File: src/rtl/lc3_mem_initiator.sv
// lc3_mem_initiator: core-side initiator for the LC3 instruction/data memory handshake.
// Build macro LC3_MEMIF_TIMEOUT_EN adds a per-channel BUSY timeout with *_err reporting.
module lc3_mem_initiator #(
  parameter int ADDR_W  = 16,
  parameter int DATA_W  = 16,
  parameter int TIMEOUT = 255
) (
  input  logic              clk,
  input  logic              reset_n,
  input  logic              fetch_req,
  input  logic [ADDR_W-1:0] fetch_addr,
  output logic              fetch_done,
  output logic [DATA_W-1:0] fetch_instr,
  output logic              fetch_err,
  input  logic              mem_req,
  input  logic              mem_we,
  input  logic [ADDR_W-1:0] mem_addr,
  input  logic [DATA_W-1:0] mem_wdata,
  output logic              mem_done,
  output logic [DATA_W-1:0] mem_rdata,
  output logic              mem_err,
  output logic [ADDR_W-1:0] pc,
  output logic              instrmem_rd,
  input  logic [DATA_W-1:0] Instr_dout,
  input  logic              complete_instr,
  output logic [ADDR_W-1:0] Data_addr,
  output logic [DATA_W-1:0] Data_din,
  output logic              Data_rd,
  input  logic [DATA_W-1:0] Data_dout,
  input  logic              complete_data,
  output logic              fetch_busy_dbg,
  output logic              mem_busy_dbg
);

  // Handshake: a *_req is taken only while its channel is IDLE (IDLE acts as ready);
  // the access is then owned by the initiator until complete_* or a timeout, and the
  // result is reported by a one-cycle *_done pulse. Requests seen while BUSY are dropped.
  typedef enum logic {S_IDLE = 1'b0, S_BUSY = 1'b1} state_t;

  state_t f_state, m_state;
  logic   m_we_q;

`ifdef LC3_MEMIF_TIMEOUT_EN
  localparam logic [7:0] TO_LAST = 8'(TIMEOUT - 1);
  logic [7:0] f_cnt, m_cnt;
`endif

  assign fetch_busy_dbg = (f_state == S_BUSY);
  assign mem_busy_dbg   = (m_state == S_BUSY);

  // Instruction channel
  always_ff @(posedge clk or negedge reset_n) begin
    if (!reset_n) begin
      f_state     <= S_IDLE;
      pc          <= '0;
      instrmem_rd <= 1'b0;
      fetch_done  <= 1'b0;
      fetch_err   <= 1'b0;
      fetch_instr <= '0;
`ifdef LC3_MEMIF_TIMEOUT_EN
      f_cnt       <= '0;
`endif
    end else begin
      fetch_done <= 1'b0;
      fetch_err  <= 1'b0;
      case (f_state)
        S_IDLE: begin
          if (fetch_req) begin
            pc          <= fetch_addr;
            instrmem_rd <= 1'b1;
            f_state     <= S_BUSY;
`ifdef LC3_MEMIF_TIMEOUT_EN
            f_cnt       <= '0;
`endif
          end
        end
        S_BUSY: begin
          if (complete_instr) begin
            fetch_instr <= Instr_dout;
            instrmem_rd <= 1'b0;
            fetch_done  <= 1'b1;
            f_state     <= S_IDLE;
          end
`ifdef LC3_MEMIF_TIMEOUT_EN
          else if (f_cnt == TO_LAST) begin
            fetch_instr <= '0;
            instrmem_rd <= 1'b0;
            fetch_done  <= 1'b1;
            fetch_err   <= 1'b1;
            f_state     <= S_IDLE;
          end else begin
            f_cnt <= f_cnt + 8'd1;
          end
`endif
        end
        default: f_state <= S_IDLE;
      endcase
    end
  end

  // Data channel; Data_rd=0 means write, so it only drops while a store is outstanding
  always_ff @(posedge clk or negedge reset_n) begin
    if (!reset_n) begin
      m_state   <= S_IDLE;
      m_we_q    <= 1'b0;
      Data_addr <= '0;
      Data_din  <= '0;
      Data_rd   <= 1'b1;
      mem_done  <= 1'b0;
      mem_err   <= 1'b0;
      mem_rdata <= '0;
`ifdef LC3_MEMIF_TIMEOUT_EN
      m_cnt     <= '0;
`endif
    end else begin
      mem_done <= 1'b0;
      mem_err  <= 1'b0;
      case (m_state)
        S_IDLE: begin
          if (mem_req) begin
            m_we_q    <= mem_we;
            Data_addr <= mem_addr;
            Data_din  <= mem_wdata;
            Data_rd   <= ~mem_we;
            m_state   <= S_BUSY;
`ifdef LC3_MEMIF_TIMEOUT_EN
            m_cnt     <= '0;
`endif
          end
        end
        S_BUSY: begin
          if (complete_data) begin
            if (!m_we_q) mem_rdata <= Data_dout;
            Data_rd  <= 1'b1;
            mem_done <= 1'b1;
            m_state  <= S_IDLE;
          end
`ifdef LC3_MEMIF_TIMEOUT_EN
          else if (m_cnt == TO_LAST) begin
            if (!m_we_q) mem_rdata <= '0;
            Data_rd  <= 1'b1;
            mem_done <= 1'b1;
            mem_err  <= 1'b1;
            m_state  <= S_IDLE;
          end else begin
            m_cnt <= m_cnt + 8'd1;
          end
`endif
        end
        default: m_state <= S_IDLE;
      endcase
    end
  end

endmodule

File: config.mk
export PLATFORM = sky130hd
export DESIGN_NAME = lc3_mem_initiator
export DESIGN_NICKNAME = d
export VERILOG_FILES = /design/src/rtl/lc3_mem_initiator.sv
export SDC_FILE = /design/constraint.sdc
export NUM_CORES = 1
export LEC_CHECK = 0
export CORE_MARGIN = 4
export CORE_UTILIZATION = 43
export CTS_CLUSTER_SIZE = 20
export DETAILED_ROUTE_END_ITERATION = 8
export PLACE_DENSITY = 0.86
export SLEW_MARGIN = 25
export SYNTH_ARGS = -nofsm -noshare
export SYNTH_HDL_FRONTEND = slang
export SYNTH_SLANG_ARGS = --single-unit
File: constraint.sdc
create_clock -name clk -period 2.4 [get_ports clk]
set_clock_uncertainty 0.1 [all_clocks]
set_input_delay 0.48 -clock clk [delete_from_list [all_inputs] [get_ports clk]]
set_output_delay 0.48 -clock clk [all_outputs]
set_load 0.05 [all_outputs]
Word-level counts from Yosys, hierarchy flattened

Index checks and enable logic that the tools add are counted.

Equal/unequal tests: 4
Reductions and logical operators: 6
Muxes and demuxes: 16
Bitwise operators: 4

Operators by type and width:

| kind                                         | count |
|---|---|
| two-way mux 1 bit                            | 12 |
| AND reduction 2 bit                          | 5 |
| inequality test 2 bit, second input constant | 4 |
| one-hot mux 1 bit (2 select lines)           | 4 |
| inverter 1 bit                               | 4 |
| AND reduction 3 bit                          | 1 |

Input port bits: 87
Word-level logic and storage cells: 42
Bits in registers: 87
Output and inout bits: 88

Longest topological paths before layout

Word-level depth: 3
Mapped depth: 4
Mapped depth without buffers: 2

Worst setup path after synthesis

Ideal clock, no wire load.

Kind: register to register
From: register f_state, in the netlist fetch_busy_dbg
To: register pc[10]
Cell stages (with the launch flop): 5
Data arrival time: 1,393 ps
Path slack: 782 ps
Clock period less this slack: 1,618 ps
Required time: 2,175 ps
Library setup time: 125 ps
Path buffers: 2
Path through: dfrtp_1 > nor2b_1 > buf_2 > buf_6 > mux2_2

Word-level cells in the longest chain between the ends: 2

RTL lines:

| what                                 | RTL line | source |
|---|---|---|
| start, declared                      | 40       | `state_t f_state, m_state;` |
| start signal, assigned               | 54       | `f_state <= S_IDLE;` |
| start signal, assigned               | 71       | `f_state <= S_BUSY;` |
| start signal, assigned               | 82       | `f_state <= S_IDLE;` |
| inverter 1 bit (no source line)      | n/a      |  |
| AND reduction 2 bit (no source line) | n/a      |  |
| end signal, assigned                 | 69       | `pc <= fetch_addr;` |
| end, declared                        | 22       | `output logic [ADDR_W-1:0] pc,` |

Every way passes these cells.
A chain may end at the register's enable or synchronous reset.

Worst setup path in the final report

From: register m_state, in the netlist mem_busy_dbg
To: output mem_busy_dbg

RTL lines:

| what                   | RTL line | source |
|---|---|---|
| start, declared        | 40       |  |
| start signal, assigned | 104      | `m_state <= S_IDLE;` |
| start signal, assigned | 125      | `m_state <= S_BUSY;` |
| start signal, assigned | 136      | `m_state <= S_IDLE;` |
| end, declared          | 32       | `output logic mem_busy_dbg` |

No word-level cell between the ends.

==> reports/qor.yml <==
status: "completed"
synth_top_area_frac: 0.626
max-cap-violations: 0
clock_path_buffers: 2
ir_worst_vdd_v: 0.000656
drtAntennaViolNets: 0
drtIter0Drc: 83
cts_sinks: 87
worstPathArrival_ns: 1.72
layout-drive-gt1-share: 0.278
cts_resized: 0
antenna_found_initial: 0
ys_seq_area_frac: 0.634
root_buffer: "clkbuf_8"
path_cells: "clkdlybuf4s50_1"
ys_ff_latch: 87
grt_pass1_wl_mm: 12.8
detail_route.wl_per_cell_um: 16.3
core_um2: 7770
viasPerCell: 4.70
initial_utilization: 0.442
post-cts-setup-buffers: 0
clk_pin_slew_ns: 0.08
yosys_warnings: 0
path_buf_inv: 1
areaGrowthSynthToFinish_pct: 58.2
gr-total-overflow: 0
synth_ff_type: "dfrtp_1"
wl_mm: 7.83
grt_max_degree: 46
syn_area_per_cell_um2: 17.6
synth_area_um2: 3440
die_area_um2: 9490
rsz0062_at_grt: "false"
crit_family: "buffers and inverters"
slowest_delay_ns: 0.87
synth_edf_count: 0
crit_type: "reg2out"
die_y_um: 97.4
max_freq_ghz: 0.434
tightest_slew_ns: 0.568
track_usage: 0.169
cts_tree: "yes"
final_core_util: 0.700
fin_crit_sh: 0.960
slew_violations: 0
fp-row-count: 32
gp_congestion: 0.771
drt_pass1_iterations: 4
leakage_nw: 2.32
hpwlAfterDp_mm: 6.03
synthMostInstantiatedCell: "dfrtp_1"
n_antenna_cell: 0
max-slew-margin-rel: 0.621
worstSetupStartpointType: "register"
insertion_delay_ns: 0.33
ys_top_cells_by_count: "dfrtp_1 (86), mux2_2 (51), mux2_4 (30)"
cp_max_fo: 7
tns_ns: 0
first_global_vias: 2434
synth_area_leaders: "dfrtp_1 (63%), mux2_2 (17%), mux2_4 (13%)"
ios: 175
power_density_nw_per_um2: 1120
hold_viol_final: 0
nets: 460
h-tree-depth: 3
total_power_mw: 6.08
worstHoldPathType: "in2async"
postCtsHoldBufs: 0
drcViolationCount: 0
finalSetupViolCount: 0
vias: 2256
chipWidth_um: 97.4
slowest_stage: "clkdlybuf4s50_1"
synthCells: 195
synthArstFlopShare: 1.00
cp.required_ns: 1.82
critPathCaptureType: "output port"
port_buffers: 172
numCtsBuffers: 9
period_minus_slack_ns: 2.30
yosysUniqueCellTypes: 21
yosys.area.top_type: "dfrtp_1"
[registers in the layout (all words and copies together), names as in the netlist]
name / count
mem_done: 1
Data_rd: 1
instrmem_rd: 1
mem_rdata: 16
pc: 16
fetch_done: 1
m_we_q: 1
Data_din: 16
fetch_busy_dbg: 1
fetch_instr: 16
mem_busy_dbg: 1
Data_addr: 16
[metrics by stage]
step           setup WS [ns]  area [um^2]  hold WS (ns)  instances
2_1_floorplan          0.782         3440        0.0844        196
3_3_place_gp           0.402         5230         0.386        464
3_5_place_dp           0.380         5230         0.392        464
4_1_cts               0.0676         5440        0.0457        480
5_1_grt               0.0276         5440        0.0607        480
6_report              0.0967         5440        0.0276        480
[power breakdown]
group,internal (mW),total [mW],leakage (nW),switching [mW]
Combinational,1.16,2.97,1.21,1.80
Sequential,1.86,2.07,1.02,0.210
Clock,0.541,1.04,0.0988,0.501
Total,3.56,6.08,2.32,2.52
[layer usage]
metal  track usage  routed length [um]
met5             0                   0
met4        0.0703                 218
met3        0.0546                 658
met2         0.280                3900
met1         0.203                3050
[cell usage in the layout, fill, tap and decap left out, types with 2 or more instances in the layout]
cell type          n
clkdlybuf4s50_1  171
dfrtp_1           86
mux2_2            51
mux2_4            30
clkbuf_8          11
inv_1              3
nor2b_1            3
buf_4              3
conb_1             2
clkinvlp_4         2
buf_12             2
[kinds of logic (layout without fill, tap and decap cells)]
family                 count (synthesis)  in the layout  synth area share
DFF                                   87             87             0.634
AOI/OAI and AO/OA                      4              4           0.00837
muxes                                 81             81             0.298
buffers and inverters                 13            195            0.0379
other                                  1              2           0.00109
and+or+nand+nor                        9              9            0.0208
[final cells by class]
cell class	count	area, um^2
Sequential cell	87	2180
Clock buffer	12	155
Fill cell	545	2330
Multi-Input combinational cell	96	1140
Tap cell	102	128
Timing Repair Buffer	176	1770
Inverter	3	11.3
Clock inverter	4	53.8
[final timing paths]
path	cells after the start	startpoint	endpoint	slack, ns
worst max-delay path	1	mem_busy_dbg	mem_busy_dbg	0.1
worst min-delay path	1	reset_n	fetch_instr[1]	0.03
worst max register to register	3	mem_busy_dbg	Data_addr[15]	0.93
worst min register to register	1	mem_rdata[5]	mem_rdata[5]	0.41
max in group asynchronous	2	reset_n	Data_rd	1.47
min in group clk	1	mem_rdata[5]	mem_rdata[5]	0.41
Note: power is estimated with default switching activity, not from simulation.
